`src/rtl/mips_pkg.sv`:
```
// Shared CPU definitions: boot loader states and word/byte addressing constants.
package mips_pkg;

    typedef enum logic [2:0] {
        LEN_HI,
        LEN_LO,
        DATA,
        CSUM,
        DONE,
        ERROR
    } loader_state_t;

    localparam int BYTES_PER_WORD   = 4;
    localparam int WORD_BYTES_SHIFT = 2;
    localparam int LANE_W           = 2;

    // Byte address of word 'idx' counted from 'base' (same <<2 as the PC path).
    function automatic logic [31:0] word_byte_addr(input logic [31:0] base,
                                                   input logic [31:0] idx);
        return base + (idx << WORD_BYTES_SHIFT);
    endfunction

endpackage

```
`src/rtl/imem_loader.sv`:
```
// Boot-time instruction memory loader: receives a length-prefixed, checksummed
// byte frame, packs big-endian words, writes them to the instruction memory and
// holds the CPU in reset until a frame has been fully loaded and verified.
module imem_loader
    import mips_pkg::*;
#(
    parameter int          ADDR_WIDTH = 8,
    parameter logic [31:0] BASE_ADDR  = 32'h0000_0000
) (
    input  logic        clock,
    input  logic        reset_n,
    input  logic [7:0]  rx_data,
    input  logic        rx_valid,
    output logic        rx_ready,
    input  logic        restart,
    output logic        mem_we,
    output logic [31:0] mem_addr,
    output logic [31:0] mem_wdata,
    output logic        cpu_hold,
    output logic        done,
    output logic        error
);

    localparam int          IDX_W    = ADDR_WIDTH + 1;
    localparam logic [31:0] CAPACITY = 32'd1 << ADDR_WIDTH;

    loader_state_t     r_state;
    loader_state_t     w_next;

    logic [7:0]        r_len_hi;
    logic [7:0]        r_sum;
    logic [LANE_W-1:0] r_lane;
    logic [23:0]       r_asm;
    logic [IDX_W-1:0]  r_widx;
    logic [IDX_W-1:0]  r_nwords;
    logic              r_we;
    logic [31:0]       r_addr;
    logic [31:0]       r_wdata;

    logic              w_accepting;
    logic              w_xfer;
    logic [31:0]       w_len;
    logic              w_len_bad;
    logic              w_word_end;
    logic              w_last_word;
    logic [31:0]       w_word_addr;

    assign w_accepting = (r_state == LEN_HI) || (r_state == LEN_LO) ||
                         (r_state == DATA)   || (r_state == CSUM);
    // A restart pulse blocks the concurrent byte so it is never half-consumed.
    assign rx_ready    = w_accepting && !restart;
    assign w_xfer      = rx_valid && rx_ready;

    assign w_len       = {16'd0, r_len_hi, rx_data};
    assign w_len_bad   = w_len > CAPACITY;
    assign w_word_end  = (r_lane == LANE_W'(BYTES_PER_WORD - 1));
    assign w_last_word = ((r_widx + IDX_W'(1)) == r_nwords);
    assign w_word_addr = word_byte_addr(BASE_ADDR, 32'(r_widx));

    assign mem_we      = r_we;
    assign mem_addr    = r_addr;
    assign mem_wdata   = r_wdata;

    // State register.
    always_ff @(posedge clock or negedge reset_n) begin
        if (!reset_n) begin
            r_state <= LEN_HI;
        end else begin
            r_state <= w_next;
        end
    end

    // Next-state decode and status outputs.
    always_comb begin
        w_next   = r_state;
        done     = 1'b0;
        error    = 1'b0;
        cpu_hold = 1'b1;
        case (r_state)
            DONE: begin
                done     = 1'b1;
                cpu_hold = 1'b0;
            end
            ERROR:   error = 1'b1;
            default: ;
        endcase
        if (restart) begin
            w_next = LEN_HI;
        end else if (w_xfer) begin
            case (r_state)
                LEN_HI: w_next = LEN_LO;
                LEN_LO: begin
                    if (w_len_bad) begin
                        w_next = ERROR;
                    end else if (w_len == 32'd0) begin
                        w_next = CSUM;
                    end else begin
                        w_next = DATA;
                    end
                end
                DATA: begin
                    if (w_word_end && w_last_word) begin
                        w_next = CSUM;
                    end
                end
                CSUM:    w_next = (rx_data == r_sum) ? DONE : ERROR;
                default: ;
            endcase
        end
    end

    // Length capture, checksum accumulation, word assembly and write strobe.
    always_ff @(posedge clock or negedge reset_n) begin
        if (!reset_n) begin
            r_len_hi <= 8'd0;
            r_sum    <= 8'd0;
            r_lane   <= '0;
            r_asm    <= 24'd0;
            r_widx   <= '0;
            r_nwords <= '0;
            r_we     <= 1'b0;
            r_addr   <= BASE_ADDR;
            r_wdata  <= 32'd0;
        end else begin
            r_we <= 1'b0;
            if (restart) begin
                r_lane <= '0;
                r_widx <= '0;
                r_sum  <= 8'd0;
            end else if (w_xfer) begin
                if (r_state != CSUM) begin
                    r_sum <= r_sum + rx_data;
                end
                case (r_state)
                    LEN_HI: r_len_hi <= rx_data;
                    LEN_LO: r_nwords <= w_len[IDX_W-1:0];
                    DATA: begin
                        r_lane <= r_lane + LANE_W'(1);
                        if (w_word_end) begin
                            r_we    <= 1'b1;
                            r_wdata <= {r_asm, rx_data};
                            r_addr  <= w_word_addr;
                            r_widx  <= r_widx + IDX_W'(1);
                        end else begin
                            r_asm <= {r_asm[15:0], rx_data};
                        end
                    end
                    default: ;
                endcase
            end
        end
    end

endmodule

```
`config.mk`:
```
export PLATFORM = sky130hd
export DESIGN_NAME = imem_loader
export DESIGN_NICKNAME = d
export VERILOG_FILES = /design/src/rtl/mips_pkg.sv /design/src/rtl/imem_loader.sv
export SDC_FILE = /design/constraint.sdc
export NUM_CORES = 1
export LEC_CHECK = 0
export BUFFER_PORTS_ARGS = -buffer_cell sky130_fd_sc_hd__clkbuf_2
export CAP_MARGIN = 20
export CORE_MARGIN = 2
export CORE_UTILIZATION = 42
export DETAILED_ROUTE_END_ITERATION = 10
export PLACE_DENSITY = 0.69
export SLEW_MARGIN = 20
export SYNTH_ARGS = -nofsm -noshare
export SYNTH_HDL_FRONTEND = slang
export SYNTH_SLANG_ARGS = --single-unit
```
`constraint.sdc`:
```
create_clock -name clock -period 2.5 [get_ports clock]
set_input_delay 0.125 -clock clock [delete_from_list [all_inputs] [get_ports clock]]
set_output_delay 0.125 -clock clock [all_outputs]
set_load 0.005 [all_outputs]
```
==> run summary <==
R2R depth: 6
max-slew violation count: 0
#FFs+latches synth: 105
TritonCTS Buffers: 9
Layout area overhead: 12.0%
top fanout value on the critical path: 7
Clock Path Buffers: 2
status: complete, no violations
Pwr Density: 676 nW/µm²
max_cap viols: 0
hold-critical path depth: 3
Final TNS setup: 0 ns
DR DRC count: 0
worst hold path class: input pin to flip-flop
# diodes: 0
GPL Wtd Cong: 0.900
All-Layer GR Usage: 0.171
cell taking the most area after synthesis: dfrtp_1
hold worst-path end: mem_wdata[0]
Rows: 39
top cell type's share of synthesized area: 0.523
Fill cells: 1055
first-pass GRT wire length: 17.3 mm
Min Hold Slack: 0.104 ns
Min-Delay Startpoint: rx_data[0]
slowest CP cell: dfrtp_1
syn_area_per_cell: 10.2 µm²
crit path buf inv count: 0
Rel. slew slack: 0.548
DIE HEIGHT: 113 µm
top-count cell post-synth: nand2_1
initial antenna violation count: 0
nets@finish: 563
Root Driver: clkbuf_16
crit share post-route: 0.827
RR Endpoint: r_state[0]
DR pass1 iterations: 4
r2r startpoint: r_widx[0]
clock skew: 0.00592 ns
DRT antenna net count: 0
P_leak: 2.89 nW
Die ar.: 12800 µm²
Gate Count Post-Synth: 490
Final setup violation count: 0
Seq/Total Area, Yosys: 0.523
CP Cell Sequence: ha_1 > nand3_2 > or3_1 > a211oi_2 > o2111ai_1 > o31ai_1
Post-synth top cells: nand2_1, dfrtp_1, mux2_2
Critical Path Max Stage Delay: 0.46 ns
Starting Density: 0.434
Worst-Margin Slew: 0.678 ns
vias in the first global route: 3422
H-tree Lvls: 3
Worst R2R Setup Slack: 0.43 ns
DR iter-0 viols: 203
fraction of registers with async set/reset: 1.00
RSZ-0062 raised after global routing: false
Req. time, crit path: 2.75 ns
ys flop type: dfrtp_1
Avg WL per Cell: 15.0 µm
via count: 3594
CTS Sinks: 105
post-synth cell types: 59
CP arrival: 2.32 ns
Fin. Hold Viols: 0
worst skew pair latency: 0.34 ns
Post-synth EDFFs: 0
post-route core utilization: 0.486
# IOs: 81
share of layout cells above drive strength 1: 0.233
Max VDD drop: 0.000502 V
final wirelength: 10.4 mm
TritonCTS clock tree: done
Tmin final: 2.07 ns
crit path capture type: flip-flop
synthesized area: 5020 µm²
clock-pin slew on the worst setup and hold paths: 0.07 ns
Synthesis Warnings: 0
Congestion Overflow GR: 0
Max Clk Rate: 484 MHz
via/cell ratio: 5.22
CP top delay family: compound AO/OA/AOI/OAI gates
critical path type: flip-flop to flip-flop
top cells by area, synth: dfrtp_1, nand2_1, mux2_2, buf_4, ha_1
largest net degree at the start of global routing: 55
Core ar.: 11600 µm²
Port Buffer Count: 57
Setup crit start kind: flip-flop
DPL Wire Length: 7.09 mm
Die W: 113 µm
## logic make-up (layout without fill, tap and decap cells)
group                    count (synthesis)  count (layout)  synth area share
XOR/XNOR                                19              19            0.0331
AND/OR/NAND/NOR                        210             210             0.192
adder cells (fa/ha/maj)                 10              10            0.0264
AO/OA/AOI/OAI                           56              56            0.0725
multiplexers                            40              40            0.0894
flip-flops                             105             105             0.523
buffers and inverters                   49              83            0.0625
other                                    1              23          0.000747
## cell type report
cell class              count  area, µm²  share of cell area
clock buffers              11        243              0.0432
clock inverters             5       40.0             0.00712
inverters                   5       18.8             0.00334
multi-input cells         358       2160               0.385
flip-flops and latches    105       2630               0.467
well taps                 143        179              0.0318
repair buffers             62        353              0.0627
## metal layers
layer / up-vias / GRT usage / wire length, µm
met3: 13 / 0.0445 / 651
met4: 0 / 0.0504 / 145
met5: - / 0 / 0
met1: 1722 / 0.240 / 4870
li1: 1719 / - / -
met2: 140 / 0.262 / 4700
## placed cells by master (no fill, tap or decap), types with 4 or more instances in the layout
cell / count
o31ai_1: 5
nand3b_1: 7
xnor2_1: 12
clkbuf_16: 9
a31oi_1: 5
a21oi_1: 5
nor2b_1: 5
nand3_1: 5
nor4_1: 4
nor3_1: 5
inv_1: 4
clkbuf_2: 56
conb_1: 23
dfrtp_1: 105
nor2_1: 19
o21ai_0: 21
nand2_1: 139
mux2_2: 39
ha_1: 9
xor2_1: 7
## repair_timing
action | in CTS | in global routing
hold endpoints to repair | 51 | 0
hold buffers | 1 | 0
setup buffers | 0 | 0
gates resized for setup | 0 | 0
## where the power goes
group / internal (mW) / switching (mW)
logic: 0.245 / 0.276
registers: 1.83 / 0.112
clock network: 0.710 / 0.624
total: 2.79 / 1.01
## worst register-to-register path, delay by kind of cell (launching register included)
| kind | cells | cell delay, ns |
|---|---|---|
| AOI/OAI and AO/OA | 3 | 0.60 |
| adders and majority gates | 1 | 0.34 |
| DFF | 1 | 0.46 |
| and+or+nand+nor | 2 | 0.57 |
## stage by stage
| step | area (µm²) | instances | setup WS, ns | power (mW) |
|---|---|---|---|---|
| after floorplan | 5100 | 512 | 0.669 | 2.35 |
| after global placement | 5330 | 672 | 0.548 | 2.47 |
| after detailed placement | 5330 | 672 | 0.458 | 2.49 |
| after CTS | 5620 | 689 | 0.465 | 3.83 |
| after global routing | 5620 | 689 | 0.316 | 3.98 |
| final | 5620 | 689 | 0.432 | 3.80 |
## sequential cells by signal (all words and copies together), names as in the netlist
signal	count
mem_wdata	32
r_asm	24
mem_addr	9
r_nwords	9
r_widx	9
r_len_hi	8
r_sum	8
r_state	3
r_lane	2
mem_we	1
## worst max-delay path by stage
stage / startpoint / end / slack, ns / cells after the start
after floorplan: r_widx[0] / r_state[0] / 0.67 / 6
after global routing: r_widx[0] / r_state[0] / 0.32 / 6
final: r_widx[0] / r_state[0] / 0.43 / 6
after global placement: r_widx[0] / r_state[0] / 0.55 / 6
after CTS: r_widx[0] / r_state[0] / 0.47 / 6
after detailed placement: r_widx[0] / r_state[0] / 0.46 / 6
Power figures use the tool's default switching activity.
